## src/rtl/sirv_tl_fragment_seq_if.sv

```systemverilog
// sirv_tl_fragment_seq_if: one TileLink-UL A-channel beat with valid/ready handshake
interface sirv_tl_fragment_seq_if #(
    parameter int ADDR_W = 30
);
    logic              valid;
    logic              ready;
    logic [2:0]        opcode;
    logic [2:0]        param;
    logic [2:0]        size;
    logic [1:0]        source;
    logic [ADDR_W-1:0] address;
    logic              mask;
    logic [7:0]        data;
    modport master (output valid, opcode, param, size, source, address, mask, data, input ready);
    modport slave  (input valid, opcode, param, size, source, address, mask, data, output ready);
endinterface

```

## src/rtl/sirv_tl_fragment_seq.sv

```systemverilog
// sirv_tl_fragment_seq: splits multi-byte TL-UL A requests into byte fragments; define SIRV_FRAG_SEQ_ERR_EN to add the sticky err output
module sirv_tl_fragment_seq #(
    parameter int MAX_SIZE = 2,
    parameter int ADDR_W   = 30
) (
    input  logic                  clock,
    input  logic                  reset,
    sirv_tl_fragment_seq_if.slave  in_a,
    sirv_tl_fragment_seq_if.master out_a,
    output logic                  repeat_req,
    output logic                  busy
`ifdef SIRV_FRAG_SEQ_ERR_EN
    ,
    output logic                  err
`endif
);
    logic [MAX_SIZE-1:0] cnt_q, cnt_d, emask;
    logic [2:0]          esize;
    logic                is_put, last, fire;

    // fragment index bookkeeping: clamp size, find the final fragment, advance on fire
    always_comb begin
        esize  = (in_a.size > 3'(MAX_SIZE)) ? 3'(MAX_SIZE) : in_a.size;
        emask  = ~({MAX_SIZE{1'b1}} << esize);
        is_put = in_a.opcode[2:1] == 2'b00;
        last   = (esize == 3'd0) || (cnt_q == emask);
        fire   = in_a.valid & out_a.ready;
        cnt_d  = fire ? (last ? '0 : cnt_q + MAX_SIZE'(1)) : cnt_q;
    end

    // fragment counter, cleared asynchronously so a reset restarts at the first byte
    always_ff @(posedge clock or posedge reset) begin
        if (reset) cnt_q <= '0;
        else       cnt_q <= cnt_d;
    end

    assign out_a.valid   = in_a.valid;
    assign in_a.ready    = out_a.ready;
    assign out_a.opcode  = in_a.opcode;
    assign out_a.param   = in_a.param;
    assign out_a.size    = 3'd0;
    assign out_a.source  = in_a.source;
    assign out_a.address = {in_a.address[ADDR_W-1:MAX_SIZE], in_a.address[MAX_SIZE-1:0] | (cnt_q & emask)};
    assign out_a.mask    = is_put ? in_a.mask : 1'b1;
    assign out_a.data    = in_a.data;
    assign repeat_req    = in_a.valid & ~is_put & ~last & ~reset;
    assign busy          = cnt_q != '0;

`ifdef SIRV_FRAG_SEQ_ERR_EN
    logic err_q, err_d;

    // flag oversize or misaligned requests when their first fragment is accepted
    always_comb begin
        err_d = err_q | (fire && cnt_q == '0 &&
                ((in_a.size > 3'(MAX_SIZE)) || ((in_a.address[MAX_SIZE-1:0] & emask) != '0)));
    end

    // sticky error flag, cleared only by reset
    always_ff @(posedge clock or posedge reset) begin
        if (reset) err_q <= 1'b0;
        else       err_q <= err_d;
    end

    assign err = err_q;
`endif
endmodule

```

## src/flat_wrapper.sv

```systemverilog
// flat-port wrapper written by rule: the top's interface ports become plain ports
module sirv_tl_fragment_seq_flat 
#(
    parameter int MAX_SIZE = 2,
    parameter int ADDR_W   = 30
)
  (clock, reset, repeat_req, busy, in_a_valid, in_a_opcode, in_a_param, in_a_size, in_a_source, in_a_address, in_a_mask, in_a_data, in_a_ready, out_a_valid, out_a_opcode, out_a_param, out_a_size, out_a_source, out_a_address, out_a_mask, out_a_data, out_a_ready);
  sirv_tl_fragment_seq_if #(.ADDR_W(ADDR_W)) in_a_i ();
  sirv_tl_fragment_seq_if #(.ADDR_W(ADDR_W)) out_a_i ();
  input  logic clock;
  input  logic reset;
  output logic repeat_req;
  output logic busy;
  input wire logic [$bits(in_a_i.valid)-1:0] in_a_valid;
  input wire logic [$bits(in_a_i.opcode)-1:0] in_a_opcode;
  input wire logic [$bits(in_a_i.param)-1:0] in_a_param;
  input wire logic [$bits(in_a_i.size)-1:0] in_a_size;
  input wire logic [$bits(in_a_i.source)-1:0] in_a_source;
  input wire logic [$bits(in_a_i.address)-1:0] in_a_address;
  input wire logic [$bits(in_a_i.mask)-1:0] in_a_mask;
  input wire logic [$bits(in_a_i.data)-1:0] in_a_data;
  output wire logic [$bits(in_a_i.ready)-1:0] in_a_ready;
  output wire logic [$bits(out_a_i.valid)-1:0] out_a_valid;
  output wire logic [$bits(out_a_i.opcode)-1:0] out_a_opcode;
  output wire logic [$bits(out_a_i.param)-1:0] out_a_param;
  output wire logic [$bits(out_a_i.size)-1:0] out_a_size;
  output wire logic [$bits(out_a_i.source)-1:0] out_a_source;
  output wire logic [$bits(out_a_i.address)-1:0] out_a_address;
  output wire logic [$bits(out_a_i.mask)-1:0] out_a_mask;
  output wire logic [$bits(out_a_i.data)-1:0] out_a_data;
  input wire logic [$bits(out_a_i.ready)-1:0] out_a_ready;
  assign in_a_i.valid = in_a_valid;
  assign in_a_i.opcode = in_a_opcode;
  assign in_a_i.param = in_a_param;
  assign in_a_i.size = in_a_size;
  assign in_a_i.source = in_a_source;
  assign in_a_i.address = in_a_address;
  assign in_a_i.mask = in_a_mask;
  assign in_a_i.data = in_a_data;
  assign in_a_ready = in_a_i.ready;
  assign out_a_valid = out_a_i.valid;
  assign out_a_opcode = out_a_i.opcode;
  assign out_a_param = out_a_i.param;
  assign out_a_size = out_a_i.size;
  assign out_a_source = out_a_i.source;
  assign out_a_address = out_a_i.address;
  assign out_a_mask = out_a_i.mask;
  assign out_a_data = out_a_i.data;
  assign out_a_i.ready = out_a_ready;
  sirv_tl_fragment_seq #(.MAX_SIZE(MAX_SIZE), .ADDR_W(ADDR_W)) u_core (.clock(clock), .reset(reset), .in_a(in_a_i), .out_a(out_a_i), .repeat_req(repeat_req), .busy(busy));
endmodule
```

## config.mk

```make
export PLATFORM = sky130hd
export DESIGN_NAME = sirv_tl_fragment_seq_flat
export DESIGN_NICKNAME = d
export VERILOG_FILES = /design/src/rtl/sirv_tl_fragment_seq_if.sv /design/src/rtl/sirv_tl_fragment_seq.sv /design/src/flat_wrapper.sv
export SDC_FILE = /design/constraint.sdc
export NUM_CORES = 1
export LEC_CHECK = 0
export CAP_MARGIN = 30
export CORE_MARGIN = 3
export CORE_UTILIZATION = 22
export CTS_CLUSTER_DIAMETER = 100
export DETAILED_ROUTE_END_ITERATION = 8
export PLACE_DENSITY = 0.88
export SYNTH_ARGS = -nofsm -noshare
export SYNTH_HDL_FRONTEND = slang
export SYNTH_SLANG_ARGS = --single-unit
```

## constraint.sdc

```tcl
create_clock -name clock -period 4.3 [get_ports clock]
set_input_delay 0.86 -clock clock [delete_from_list [all_inputs] [get_ports clock]]
set_output_delay 0.86 -clock clock [all_outputs]
set_load 0.05 [all_outputs]
```

==> flow_metrics.tcl <==
set metrics [dict create \
    hold_violations 0 \
    power.clock.fraction_pct 20.2 \
    grt_usage_pct 6.012 \
    end_kind "output pin" \
    path_buf_inv 2 \
    status "complete, no violations" \
    slowest_delay_ns 0.70 \
    die_area_um2 3291 \
    p_sw_share_pct 47.05 \
    power_density_nw_per_um2 430.3 \
    grt_pass1_wl_mm 1.504 \
    pwr-share-seq_pct 16.5 \
    cp_max_fo 2 \
    seqCellArea_um2 50.05 \
    die_w_um 57.37 \
    syn-mean-instance-area_um2 7.953 \
    drive_gt1_share_pct 14.29 \
    netlist-cell-type-count 16 \
    crit_chain "clkdlybuf4s50_1, or3_1, ha_1, or2_1, clkdlybuf4s50_1" \
    post_cts_buffers 0 \
    peakVddDrop_v 0.0001505 \
    leakagePower_uw 0.0001977 \
    crit_path_frequent_cell "clkdlybuf4s50_1" \
    synth_top_cell_by_area "buf_4" \
    num_antenna_cells 0 \
    antenna_found_initial 0 \
    clkSlewWorstSetupHoldPaths_ns 0.03 \
    core_area_um2 2361 \
    yosys-top-cells-area "buf_4, dfrtp_1, ha_1, or2_1, o32ai_2" \
    setup_viol 0 \
    synth_top_family_by_area "buffers and inverters" \
    ioPinCount 108 \
    dr.first_iter.drc_count 1 \
    clock-sinks 2 \
    routabilityCongestion 0.6557 \
    start_util_pct 24.59 \
    synth_fa_ha_area_share_pct 6.466 \
    tns_ns 0 \
    vias 315 \
    wl_mm 1.018 \
    cts_buffers 3 \
    synth_ff_type "dfrtp_1" \
    rsz0062_at_grt "false" \
    hpwl_um 894.8 \
    nNetsFinal 108 \
    port_buffers 20 \
    tightest_slew_ns 0.5232 \
    yosys.area_share.xor_xnor_pct 0 \
    fin_crit_ns 3.634 \
    synthArstFlopShare_pct 100.0 \
    cap_violations 0 \
    cts_tree "built" \
    synth_common_cells "buf_4, inv_1, ha_1, or2_1" \
    crit_family "buffers and inverters" \
    internal-power_uw 108.3 \
    hold_path_class "reg -> reg" \
    finalWorstSetupSlack_ns 0.6657 \
    fmax_mhz 275.2 \
    crit_type "in -> out" \
    fillers 254 \
    p_total_uw 204.6 \
    synth.most_common_cell "buf_4" \
    place_ws_ns 0.6406 \
    final.period_utilization_pct 84.52 \
    grt_overflow_total 0 \
    cts_resized 0 \
    fp.dieH_um 57.37 \
    cts_max_path_buffers 2 \
    clkLatencyLatePin_ns 0.22 \
    cts.htree.levels 1 \
    cts_hold_buffers 0 \
    drtAntennaViolNets 0 \
    reg_top3 "u_core.cnt_q (2)" \
    area_growth_pct -18.10 \
    cts_root_buffer "clkbuf_4" \
    pwr-share-comb_pct 63.2 \
    grt_max_degree 7 \
    wl_per_cell_um 13.22 \
    worst-endpoint-arrival_ns 2.77 \
    yosysTopAreaCellShare_pct 63.36 \
    synth_cells 73 \
    slowest_stage "clkdlybuf4s50_1" \
    finalClockSkew_ns 0.002412 \
    vias_per_cell 4.091 \
    worstPathRequired_ns 3.44 \
    largest-register "u_core.cnt_q" \
    yosysWarnings 0 \
    synth_compound_area_share_pct 6.897 \
    netlist_area_um2 580.6 \
    first_global_vias 324 \
    largest_reg_flops 2 \
    final_max_slew_viol_count 0 \
    placementRows 17 \
    synth_mux_area_share_pct 0 \
    max_slew_margin_pct 65.01 \
    synth_edf_count 0 \
    p_switching_uw 96.25 \
    seq_area_frac_synth_pct 8.621 \
    synth-simple-area-share_pct 11.42 \
    multiInputGateArea_um2 155.1 \
    dr.pass1.iters 2 \
    ys_seq_elements 2 \
    worstSetupStartpointType "input port" \
    drc 0 \
]
[metal layers]
metal / global-route usage (%) / share of wire (%) / vias to the layer above
met4: 6.954 / 6.2 / 0
met1: 4.920 / 29 / 143
li1: - / - / 132
met3: 3.620 / 12 / 14
met5: 0 / 0 / -
met2: 9.194 / 52 / 26
[cell usage in the layout (no fill, tap or decap)]
master and n:
clkdlybuf4s50_1 19, inv_1 4, or2_1 3, ha_1 3, conb_1 3, clkbuf_4 3
or3_1 2, dfrtp_1 2, o32ai_2 1, nand3b_1 1, a21bo_2 1, o21ai_1 1
nand2_1 1, nand3_1 1, o2bb2ai_1 1, nor2_1 1, nor4b_2 1, buf_4 1
[through the flow]
step / cells / cell area [um^2] / utilization [%] / hold WS [ns]
global placement: 74 / 452.9 / 19.18 / 0.5119
CTS: 77 / 475.5 / 20.14 / 0.5623
finish: 77 / 475.5 / 20.14 / 0.5579
detailed placement: 74 / 452.9 / 19.18 / 0.5562
floorplan: 75 / 588.1 / - / 0.4838
global route: 77 / 475.5 / 20.14 / 0.5802
[path summary, 6_finish.rpt]
path	start	slack, ns	to	cells after the start
hold reg to reg	u_core.cnt_q[1]	0.56	u_core.cnt_q[1]	1
max in group asynchronous	reset	3.35	u_core.cnt_q[1]	2
setup / recovery	in_a_size[0]	0.67	out_a_address[0]	5
setup reg to reg	u_core.cnt_q[1]	3.13	u_core.cnt_q[1]	3
min in group asynchronous	reset	0.84	u_core.cnt_q[0]	2
hold / removal	u_core.cnt_q[1]	0.56	u_core.cnt_q[1]	1
[layout make-up]
| type | instances | area share (%) |
|---|---|---|
| tap | 28 | 7.368 |
| timing repair buffer | 20 | 41.58 |
| multi-input combinational | 20 | 32.63 |
| clock buffer | 3 | 4.737 |
| sequential | 2 | 10.53 |
| inverter | 4 | 3.158 |
[power by group through the flow]
stage / Combinational, uW / Sequential, uW / Clock (uW)
6_report: 129 / 33.8 / 41.4
3_5_place_dp: 132 / 33.8 / 0
2_1_floorplan: 198 / 31.0 / 0
4_1_cts: 132 / 33.6 / 44.0
3_3_place_gp: 127 / 32.5 / 0
5_1_grt: 138 / 34.9 / 46.1
[kinds of logic (layout without fill, tap and decap cells)]
group | count (synthesis) | in the layout
AND/OR/NAND/NOR | 10 | 10
other | 1 | 3
AO/OA/AOI/OAI | 4 | 4
buffers and inverters | 53 | 27
adder cells (fa/ha/maj) | 3 | 3
flip-flops | 2 | 2
[worst reg2reg max path, stage by stage (launching register included)]
cell and delay, ns:
dfrtp_1 0.39, ha_1 0.31, o32ai_2 0.21, o2bb2ai_1 0.12
Power figures use the tool's default switching activity.
